**config.mk**
```make
export PLATFORM = sky130hd
export DESIGN_NAME = mult_share_sched_flat
export DESIGN_NICKNAME = d
export VERILOG_FILES = /design/src/rtl/mul_sched_pkg.sv /design/src/rtl/mult_share_sched_if.sv /design/src/rtl/mul_sched_arb.sv /design/src/rtl/mult_share_sched.sv /design/src/flat_wrapper.sv
export SDC_FILE = /design/constraint.sdc
export NUM_CORES = 1
export LEC_CHECK = 0
export CAP_MARGIN = 20
export CORE_MARGIN = 2
export CORE_UTILIZATION = 46
export CTS_CLUSTER_DIAMETER = 40
export CTS_CLUSTER_SIZE = 20
export DETAILED_ROUTE_END_ITERATION = 6
export PLACE_DENSITY = 0.78
export SETUP_SLACK_MARGIN = 0.4
export SLEW_MARGIN = 20
export SYNTH_ARGS = -nofsm -noshare
export SYNTH_HDL_FRONTEND = slang
export SYNTH_SLANG_ARGS = --single-unit
```
**constraint.sdc**
```tcl
create_clock -name clk -period 2 [get_ports clk]
set_input_delay 0.3 -clock clk [delete_from_list [all_inputs] [get_ports clk]]
set_output_delay 0.3 -clock clk [all_outputs]
set_load 0.05 [all_outputs]
```
**src/rtl/mul_sched_pkg.sv**
```systemverilog
// rtl/mul_sched_pkg.sv - shared op encodings, lane widths and lane packing helper
package mul_sched_pkg;
  localparam logic OP_19X18 = 1'b0;
  localparam logic OP_27X27 = 1'b1;

  localparam int A19 = 19;
  localparam int B18 = 18;
  localparam int P37 = 37;
  localparam int W27 = 27;
  localparam int P54 = 54;

  // One mode-0 lane: B operand in the upper 18 bits, A operand in the lower 19.
  function automatic logic [P37-1:0] pack_lane(input logic [W27-1:0] a, input logic [W27-1:0] b);
    return {b[B18-1:0], a[A19-1:0]};
  endfunction
endpackage

```
**src/rtl/mult_share_sched_if.sv**
```systemverilog
// rtl/mult_share_sched_if.sv - requester request/response bundle
interface mult_share_sched_if;
  import mul_sched_pkg::*;

  logic [1:0]     req_valid;
  logic [1:0]     req_ready;
  logic [1:0]     req_op;
  logic [W27-1:0] req_a0;
  logic [W27-1:0] req_a1;
  logic [W27-1:0] req_b0;
  logic [W27-1:0] req_b1;
  logic [1:0]     rsp_valid;
  logic [P54-1:0] rsp_data0;
  logic [P54-1:0] rsp_data1;

  modport master (
    output req_valid, req_op, req_a0, req_a1, req_b0, req_b1,
    input  req_ready, rsp_valid, rsp_data0, rsp_data1
  );

  modport slave (
    input  req_valid, req_op, req_a0, req_a1, req_b0, req_b1,
    output req_ready, rsp_valid, rsp_data0, rsp_data1
  );
endinterface

```
**src/rtl/mul_sched_arb.sv**
```systemverilog
// rtl/mul_sched_arb.sv - grant selection over the two holding registers plus round-robin pointer
module mul_sched_arb
  import mul_sched_pkg::*;
(
  input  logic       clk,
  input  logic       rst_n,
  input  logic [1:0] hold_v,
  input  logic [1:0] op,
  output logic [1:0] grant,
  output logic       mode
);
  logic rr_q, rr_d;

  always_comb begin
    grant = 2'b00;
    mode  = OP_19X18;
    rr_d  = rr_q;
    case (hold_v)
      2'b01: begin
        grant = 2'b01;
        mode  = op[0];
        rr_d  = 1'b1;
      end
      2'b10: begin
        grant = 2'b10;
        mode  = op[1];
        rr_d  = 1'b0;
      end
      2'b11: begin
        // Two small ops share one mode-0 issue without disturbing fairness.
        if (op == {OP_19X18, OP_19X18}) begin
          grant = 2'b11;
        end else begin
          grant = rr_q ? 2'b10 : 2'b01;
          mode  = op[rr_q];
          rr_d  = ~rr_q;
        end
      end
      default: ;
    endcase
  end

  always_ff @(posedge clk) begin
    if (!rst_n) rr_q <= 1'b0;
    else        rr_q <= rr_d;
  end
endmodule

```
**src/rtl/mult_share_sched.sv**
```systemverilog
// rtl/mult_share_sched.sv - two-requester scheduler time-sharing one packed 19x18 / 27x27 multiplier array
module mult_share_sched
  import mul_sched_pkg::*;
(
  input  logic                clk,
  input  logic                rst_n,
  mult_share_sched_if.slave   rq,
  output logic [P37-1:0]      MUL_IN1,
  output logic [P37-1:0]      MUL_IN2,
  output logic                MUL_MODE,
  input  logic [2*P37-1:0]    MUL_OUT
);
  logic [1:0]            hold_v_q, hold_v_d;
  logic [1:0]            hold_op_q, hold_op_d;
  logic [1:0][W27-1:0]   hold_a_q, hold_a_d;
  logic [1:0][W27-1:0]   hold_b_q, hold_b_d;
  logic [1:0]            iss_v_q, iss_v_d;
  logic                  iss_mode_q, iss_mode_d;
  logic [P37-1:0]        mul_in1_q, mul_in1_d;
  logic [P37-1:0]        mul_in2_q, mul_in2_d;
  logic [1:0]            rsp_valid_q, rsp_valid_d;
  logic [P54-1:0]        rsp_data0_q, rsp_data0_d;
  logic [P54-1:0]        rsp_data1_q, rsp_data1_d;

  logic [1:0]            grant;
  logic                  mode;
  logic [1:0]            ready;
  logic [1:0]            accept;
  logic [1:0][W27-1:0]   in_a, in_b;
  logic                  sel;

  mul_sched_arb u_arb (
    .clk    (clk),
    .rst_n  (rst_n),
    .hold_v (hold_v_q),
    .op     (hold_op_q),
    .grant  (grant),
    .mode   (mode)
  );

  assign in_a = {rq.req_a1, rq.req_a0};
  assign in_b = {rq.req_b1, rq.req_b0};

  // Ready comes only from registered state so requesters never see a valid->ready loop.
  assign ready  = ~hold_v_q | grant;
  assign accept = rq.req_valid & ready;

  always_comb begin
    hold_v_d  = hold_v_q;
    hold_op_d = hold_op_q;
    hold_a_d  = hold_a_q;
    hold_b_d  = hold_b_q;
    for (int i = 0; i < 2; i++) begin
      hold_v_d[i] = accept[i] | (hold_v_q[i] & ~grant[i]);
      if (accept[i]) begin
        hold_op_d[i] = rq.req_op[i];
        hold_a_d[i]  = in_a[i];
        hold_b_d[i]  = in_b[i];
      end
    end
  end

  always_comb begin
    iss_v_d    = grant;
    iss_mode_d = iss_mode_q;
    mul_in1_d  = mul_in1_q;
    mul_in2_d  = mul_in2_q;
    sel        = grant[1];
    if (|grant) begin
      iss_mode_d = mode;
      if (mode == OP_19X18) begin
        mul_in1_d = grant[0] ? pack_lane(hold_a_q[0], hold_b_q[0]) : '0;
        mul_in2_d = grant[1] ? pack_lane(hold_a_q[1], hold_b_q[1]) : '0;
      end else begin
        mul_in1_d = {10'b0, hold_a_q[sel]};
        mul_in2_d = {10'b0, hold_b_q[sel]};
      end
    end
  end

  always_comb begin
    rsp_valid_d = iss_v_q;
    rsp_data0_d = rsp_data0_q;
    rsp_data1_d = rsp_data1_q;
    if (iss_mode_q == OP_19X18) begin
      if (iss_v_q[0]) rsp_data0_d = {17'b0, MUL_OUT[P37-1:0]};
      if (iss_v_q[1]) rsp_data1_d = {17'b0, MUL_OUT[2*P37-1:P37]};
    end else begin
      if (iss_v_q[0]) rsp_data0_d = MUL_OUT[P54-1:0];
      if (iss_v_q[1]) rsp_data1_d = MUL_OUT[P54-1:0];
    end
  end

  always_ff @(posedge clk) begin
    if (!rst_n) begin
      hold_v_q    <= '0;
      hold_op_q   <= '0;
      hold_a_q    <= '0;
      hold_b_q    <= '0;
      iss_v_q     <= '0;
      iss_mode_q  <= OP_19X18;
      mul_in1_q   <= '0;
      mul_in2_q   <= '0;
      rsp_valid_q <= '0;
      rsp_data0_q <= '0;
      rsp_data1_q <= '0;
    end else begin
      hold_v_q    <= hold_v_d;
      hold_op_q   <= hold_op_d;
      hold_a_q    <= hold_a_d;
      hold_b_q    <= hold_b_d;
      iss_v_q     <= iss_v_d;
      iss_mode_q  <= iss_mode_d;
      mul_in1_q   <= mul_in1_d;
      mul_in2_q   <= mul_in2_d;
      rsp_valid_q <= rsp_valid_d;
      rsp_data0_q <= rsp_data0_d;
      rsp_data1_q <= rsp_data1_d;
    end
  end

  assign rq.req_ready = ready;
  assign rq.rsp_valid = rsp_valid_q;
  assign rq.rsp_data0 = rsp_data0_q;
  assign rq.rsp_data1 = rsp_data1_q;
  assign MUL_IN1      = mul_in1_q;
  assign MUL_IN2      = mul_in2_q;
  assign MUL_MODE     = iss_mode_q;
endmodule
```
**src/flat_wrapper.sv**
```systemverilog
// flat-port wrapper written by rule: the top's interface ports become plain ports
module mult_share_sched_flat import mul_sched_pkg::*;
  (clk, rst_n, MUL_IN1, MUL_IN2, MUL_MODE, MUL_OUT, rq_req_valid, rq_req_op, rq_req_a0, rq_req_a1, rq_req_b0, rq_req_b1, rq_req_ready, rq_rsp_valid, rq_rsp_data0, rq_rsp_data1);
  mult_share_sched_if rq_i ();
  input  logic clk;
  input  logic rst_n;
  output logic [P37-1:0] MUL_IN1;
  output logic [P37-1:0] MUL_IN2;
  output logic MUL_MODE;
  input  logic [2*P37-1:0] MUL_OUT;
  input wire logic [$bits(rq_i.req_valid)-1:0] rq_req_valid;
  input wire logic [$bits(rq_i.req_op)-1:0] rq_req_op;
  input wire logic [$bits(rq_i.req_a0)-1:0] rq_req_a0;
  input wire logic [$bits(rq_i.req_a1)-1:0] rq_req_a1;
  input wire logic [$bits(rq_i.req_b0)-1:0] rq_req_b0;
  input wire logic [$bits(rq_i.req_b1)-1:0] rq_req_b1;
  output wire logic [$bits(rq_i.req_ready)-1:0] rq_req_ready;
  output wire logic [$bits(rq_i.rsp_valid)-1:0] rq_rsp_valid;
  output wire logic [$bits(rq_i.rsp_data0)-1:0] rq_rsp_data0;
  output wire logic [$bits(rq_i.rsp_data1)-1:0] rq_rsp_data1;
  assign rq_i.req_valid = rq_req_valid;
  assign rq_i.req_op = rq_req_op;
  assign rq_i.req_a0 = rq_req_a0;
  assign rq_i.req_a1 = rq_req_a1;
  assign rq_i.req_b0 = rq_req_b0;
  assign rq_i.req_b1 = rq_req_b1;
  assign rq_req_ready = rq_i.req_ready;
  assign rq_rsp_valid = rq_i.rsp_valid;
  assign rq_rsp_data0 = rq_i.rsp_data0;
  assign rq_rsp_data1 = rq_i.rsp_data1;
  mult_share_sched u_core (.clk(clk), .rst_n(rst_n), .rq(rq_i), .MUL_IN1(MUL_IN1), .MUL_IN2(MUL_IN2), .MUL_MODE(MUL_MODE), .MUL_OUT(MUL_OUT));
endmodule
```
# Word level (Yosys, flattened, before mapping)

Cells that the tools add are included.

Mux-type cells: 23
Order comparisons: 2
Bitwise logic cells: 10
Reductions and logical operators: 4
Equal/unequal tests: 4

Operators by type and width:

| cell                                                                          | number |
|---|---|
| 54-bit two-way mux                                                            | 6 |
| 37-bit two-way mux                                                            | 4 |
| 27-bit two-way mux                                                            | 4 |
| 1-bit one-hot mux with 3 select lines                                         | 2 |
| 2-bit one-hot mux with 3 select lines                                         | 1 |
| 2-bit == test (second input constant)                                         | 2 |
| 1-bit by 2-bit less-than comparator with 1-bit output (second input constant) | 2 |
| 1-bit two-way mux                                                             | 4 |
| 2-bit two-way mux                                                             | 2 |
| 1-bit inverter                                                                | 3 |
| 3-bit nonzero test                                                            | 1 |
| 1-bit AND                                                                     | 2 |
| 2-bit AND                                                                     | 1 |
| 2-bit by 1-bit == test with 1-bit output (second input constant)              | 1 |
| 2-bit logical NOT                                                             | 1 |
| 2-bit inequality test (second input constant)                                 | 1 |
| 2-bit inverter                                                                | 1 |
| 1-bit OR                                                                      | 2 |
| 2-bit OR                                                                      | 1 |
| 2-bit AND reduction                                                           | 1 |
| 2-bit OR reduction                                                            | 1 |

Output and inout bits: 187
Register bits after elaboration: 300
Word-level logic and storage cells: 58
Input bits: 188

# Logic depth before layout (Yosys ltp)

Depth after elaboration: 6
Mapped depth: 8
Mapped depth without buffers: 4

# Hierarchy

From an unflattened synthesis, not the netlist that was laid out.

Cell total of the unflattened synthesis: 1331
Area total of the unflattened synthesis: 12782.3 um^2

By module, submodules not included:

| module           | area an instance (um^2) | instances | sequential area each (um^2) | cells an instance |
|---|---|---|---|---|
| mult_share_sched | 12688.4                 | 1         | 5985.7                      | 1317 |
| mul_sched_arb    | 93.8                    | 1         | 20.0                        | 14 |

# Worst setup path after synthesis

OpenSTA, ideal clock, no wires.

Kind: reg2reg
Start point: register u_core.hold_op_q[1]
End point: register u_core.hold_a_q[22] (netlist name)
Library setup time: 132 ps
Clock period less this slack: 2213 ps
Path slack: -213 ps
Path buffers: 2
Data required time: 1868 ps
Cell stages (with the launch flop): 7
Data arrival time: 2081 ps
Cells stage by stage: dfxtp_1 -> buf_6 -> o2111ai_1 -> nand2_1 -> buf_2 -> nand2_1 -> a21oi_1

Word-level cells in the longest chain between the ends: 5

Ends and longest elaborated chain:

| item                                  | line                    | source |
|---|---|---|
| start: declaration                    | mult_share_sched.sv:14  | `logic [1:0] hold_op_q, hold_op_d;` |
| start signal: assignment              | mult_share_sched.sv:109 | `hold_op_q <= hold_op_d;` |
| 2-bit logical NOT                     | mul_sched_arb.sv:31     | `if (op == {OP_19X18, OP_19X18}) begin` |
| 2-bit two-way mux                     | mul_sched_arb.sv:31     |  |
| 2-bit one-hot mux with 3 select lines | mul_sched_arb.sv:18     | `case (hold_v)` |
| 2-bit OR                              | mult_share_sched.sv:45  | `assign ready = ~hold_v_q \| grant;` |
| via rq_req_ready[0]                   | flat_wrapper.sv:17      | `output wire logic [$bits(rq_i.req_ready)-1:0] rq_req_ready;` |
| 2-bit AND                             | mult_share_sched.sv:46  | `assign accept = rq.req_valid & ready;` |
| end signal: assignment                | mult_share_sched.sv:110 | `hold_a_q <= hold_a_d;` |
| end: declaration                      | mult_share_sched.sv:15  | `logic [1:0][W27-1:0] hold_a_q, hold_a_d;` |

The timed path passes the listed nets, and every way through them passes these cells.
A chain may end at the register's enable or synchronous reset.

# Worst setup path after layout

Start point: register u_core.hold_op_q[0]
End point: register u_core.hold_b_q[30] (netlist name)

Word-level cells in the longest chain between the ends: 5

Ends and longest elaborated chain:

| item                                  | line                    | source |
|---|---|---|
| 2-bit logical NOT                     | mul_sched_arb.sv:31     |  |
| 2-bit two-way mux                     | mul_sched_arb.sv:31     |  |
| 2-bit one-hot mux with 3 select lines | mul_sched_arb.sv:18     |  |
| 2-bit OR                              | mult_share_sched.sv:45  |  |
| 2-bit AND                             | mult_share_sched.sv:46  |  |
| end signal: assignment                | mult_share_sched.sv:111 | `hold_b_q <= hold_b_d;` |
| end: declaration                      | mult_share_sched.sv:16  | `logic [1:0][W27-1:0] hold_b_q, hold_b_d;` |

Every way passes these cells.

==> results.sh <==
export IMPL_syn_to_final_growth_pct=61.13
export IMPL_status="completed"
export IMPL_most_common_layout_cells="dfxtp_1, clkdlybuf4s50_1, clkdlybuf4s15_2"
export IMPL_drt_iter0_drc=1235
export IMPL_root_buffer="clkbuf_16"
export IMPL_syn_area_per_cell_sq_um=9.412
export IMPL_fillers=1741
export IMPL_via_count=11219
export IMPL_max_slew_margin_pct=55.40
export IMPL_r2r_start="u_core.hold_op_q[0]"
export IMPL_switchingPower_uw=4520
export IMPL_seq_power_share_pct=37.4
export IMPL_holdPathStages=3
export IMPL_antenna_left=0
export IMPL_setup_violations_final=0
export IMPL_ys_seq_elements=300
export IMPL_fin_ws_ps=148.3
export IMPL_maxCapViolations=0
export IMPL_gr_usage_all_layers_pct=29.45
export IMPL_clock_skew_ps=26.15
export IMPL_antenna_found_initial=1
export IMPL_finalHoldViolCount=0
export IMPL_overflow=0
export IMPL_clockBufferDepth=3
export IMPL_cp_end_kind="register"
export IMPL_coreArea_sq_mm=0.02504
export IMPL_cts_max_level=2
export IMPL_vdd_drop_max_mv=0.6829
export IMPL_die_area_sq_mm=0.02662
export IMPL_dp_slack_ps=84.26
export IMPL_insertion_delay_ps=540
export IMPL_synth_warnings=0
export IMPL_p_leak_uw=0.006896
export IMPL_cts_tree="done"
export IMPL_clkTransAtPathRegs_ps=60
export IMPL_worstHoldPathType="input pin to register"
export IMPL_drt_first_pass_iters=6
export IMPL_final_common_cell="dfxtp_1"
export IMPL_start_util_pct=46.54
export IMPL_vias_per_cell=5.598
export IMPL_cellPowerDensity_mw_per_mm2=920.4
export IMPL_grt_pass1_vias=10745
export IMPL_finalNetCount=1829
export IMPL_cts_sinks=300
export IMPL_grt_pass1_wl_um=60690
export IMPL_drc=0
export IMPL_gp_congestion=0.8507
export IMPL_clock_fmax_mhz=540.0
export IMPL_grt_max_degree=115
export IMPL_reg2reg_setup_slack_ps=150
export IMPL_wirelength_um=43380
export IMPL_cell_internal_pwr_uw=12760
export IMPL_fin_crit_ps=1852
export IMPL_synth_top_area_share_pct=51.54
export IMPL_io_buffers=374
export IMPL_fin_setup_tns_ps=0
export IMPL_worstPathMaxFanout=7
export IMPL_regArea_sq_mm=0.006026
export IMPL_layout_drive_gt1_share_pct=25.34
export IMPL_p_clk_share_pct=48.5
export IMPL_die_x_um=163.2
export IMPL_synth_cells=1238
export IMPL_regToRegEndpoint="u_core.hold_b_q[30]"
export IMPL_crit_type="register to register"
export IMPL_rows=58
export IMPL_dp_final_hpwl_um=25730
export IMPL_maxSlewViolCount=0
export IMPL_crit_path_start_kind="register"
export IMPL_holdPathEnd="u_core.hold_b_q[23]"
export IMPL_die_h_um=163.2
export IMPL_yosysTopAreaCell="dfxtp_1"
export IMPL_combPwrFrac_pct=14.0
export IMPL_hp_start="rq_req_b0[23]"
export IMPL_wl_per_cell_um=21.65
export IMPL_ys_top_cells_by_area="dfxtp_1, mux2i_1, nor2_1, a21oi_1, a22oi_1"
export IMPL_multi_input_comb_area_sq_mm=0.005479
export IMPL_numCtsBuffers=42
export IMPL_post_route_period_util_pct=92.59
export IMPL_worst_slew_pin_slew_ps=669.1
export IMPL_rsz0062_at_grt="yes"
export IMPL_r2r_cells=9
export IMPL_cp_arrival_ps=2250
export IMPL_io_pins=375
export IMPL_synth_seq_area_share_pct=51.54
export IMPL_synth_cell_types=34
export IMPL_syn_cell_area_sq_mm=0.01165
export IMPL_syn_nets=1426
export IMPL_sw_frac_of_total_pct=26.15
export IMPL_required_ps=2400
[area by class of cell]
| class | count | share of cell area [%] |
|---|---|---|
| clock buffers | 48 | 6.224 |
| repair buffers | 463 | 27.87 |
| inverters | 4 | 0.1399 |
| flip-flops and latches | 300 | 32.09 |
| well taps | 330 | 2.199 |
| clock inverters | 28 | 2.279 |
| multi-input cells | 830 | 29.18 |
| diodes | 1 | 0.01333 |
[repair_timing]
| action | in CTS | in global routing |
|---|---|---|
| buffers inserted | 16 | 16 |
| hold buffers | 0 | 0 |
| gates resized for setup | 603 | 117 |
| endpoints found under the setup margin | 306 | 183 |
| pin swaps | 3 | 16 |
| gates cloned | 11 | 8 |
[cells in the mapped netlist (all sizes together)]
cell     count
o221ai       1
mux2i      173
o31ai        1
and2         4
clkbuf      63
a21boi       1
nor4         1
a22oi       65
nor2b        1
or2          2
nor2       155
a21oi      113
inv          4
dfxtp      300
nand3       35
o22a         1
nand2b      36
a2111oi      1
o2111ai      1
buf         41
a211oi      50
nand2      124
nor3         9
a31oi        1
o21ai       55
[stage by stage]
stage	std cells	area [sq um]	total power [uW]	hold slack, ps	utilization [%]
floorplan	1238	11700	7687	429.5	-
global placement	1876	15810	8589	445.0	63.16
detailed placement	1876	15810	8624	447.9	63.16
CTS	1979	18250	17120	313.2	72.89
global route	2004	18780	17710	332.8	74.99
finish	2004	18780	17280	322.0	74.99
[worst max-delay path by stage]
| stage | startpoint | slack, ps | endpoint | cells after the start |
|---|---|---|---|---|
| floorplan | u_core.hold_op_q[1] | 380 | u_core.hold_a_q[29] | 8 |
| detailed placement | rst_n | 80 | u_core.MUL_IN1[12] | 6 |
| CTS | u_core.hold_op_q[1] | 200 | rq_req_ready[1] | 4 |
| global placement | rst_n | 140 | u_core.MUL_IN1[1] | 6 |
| global route | u_core.hold_op_q[0] | 120 | u_core.hold_b_q[30] | 9 |
| finish | u_core.hold_op_q[0] | 150 | u_core.hold_b_q[30] | 9 |
[cell families (layout without fill, tap and decap cells)]
family                 Yosys count  in the layout  synth area share (%)
muxes                          173            173                 14.86
DFF                            300            300                 51.54
AOI/OAI and AO/OA              290            290                 15.51
buffers and inverters          108            543                 4.800
and+or+nand+nor                367            367                 13.29
other                            0              1                     0
[power groups by stage]
stage	registers (uW)	logic, uW	clock network, uW
global route	6490	2530	8690
global placement	6560	2030	0
finish	6470	2420	8390
detailed placement	6560	2060	0
floorplan	6910	776	0
CTS	6440	2240	8440
[worst max-delay path, stage by stage (launching register included)]
cell,delay [ps]
dfxtp_2,330
or2_4,270
buf_8,140
a31oi_4,190
buf_12,150
buf_8,120
buf_12,100
buf_16,120
mux2i_2,200
nor2_1,80
[state kept, by name (all words and copies together), names as in the netlist]
name	flops
u_core.hold_op_q	2
u_core.MUL_MODE	1
u_core.iss_v_q	2
u_core.rq.rsp_data1	54
u_core.hold_a_q	54
u_core.rq.rsp_valid	2
u_core.hold_b_q	54
u_core.rq.rsp_data0	54
u_core.MUL_IN1	37
u_core.hold_v_q	2
u_core.MUL_IN2	37
u_core.u_arb.rr_q	1
[routing by layer]
metal | vias to the layer above | part of all wire, % | global-route usage [%]
met4 | 0 | 4.4 | 12.95
met3 | 124 | 7.3 | 5.510
met2 | 571 | 48 | 47.62
li1 | 5145 | - | -
met1 | 5379 | 40 | 38.44
met5 | - | 0 | 0
Note: power is estimated with default switching activity, not from simulation.
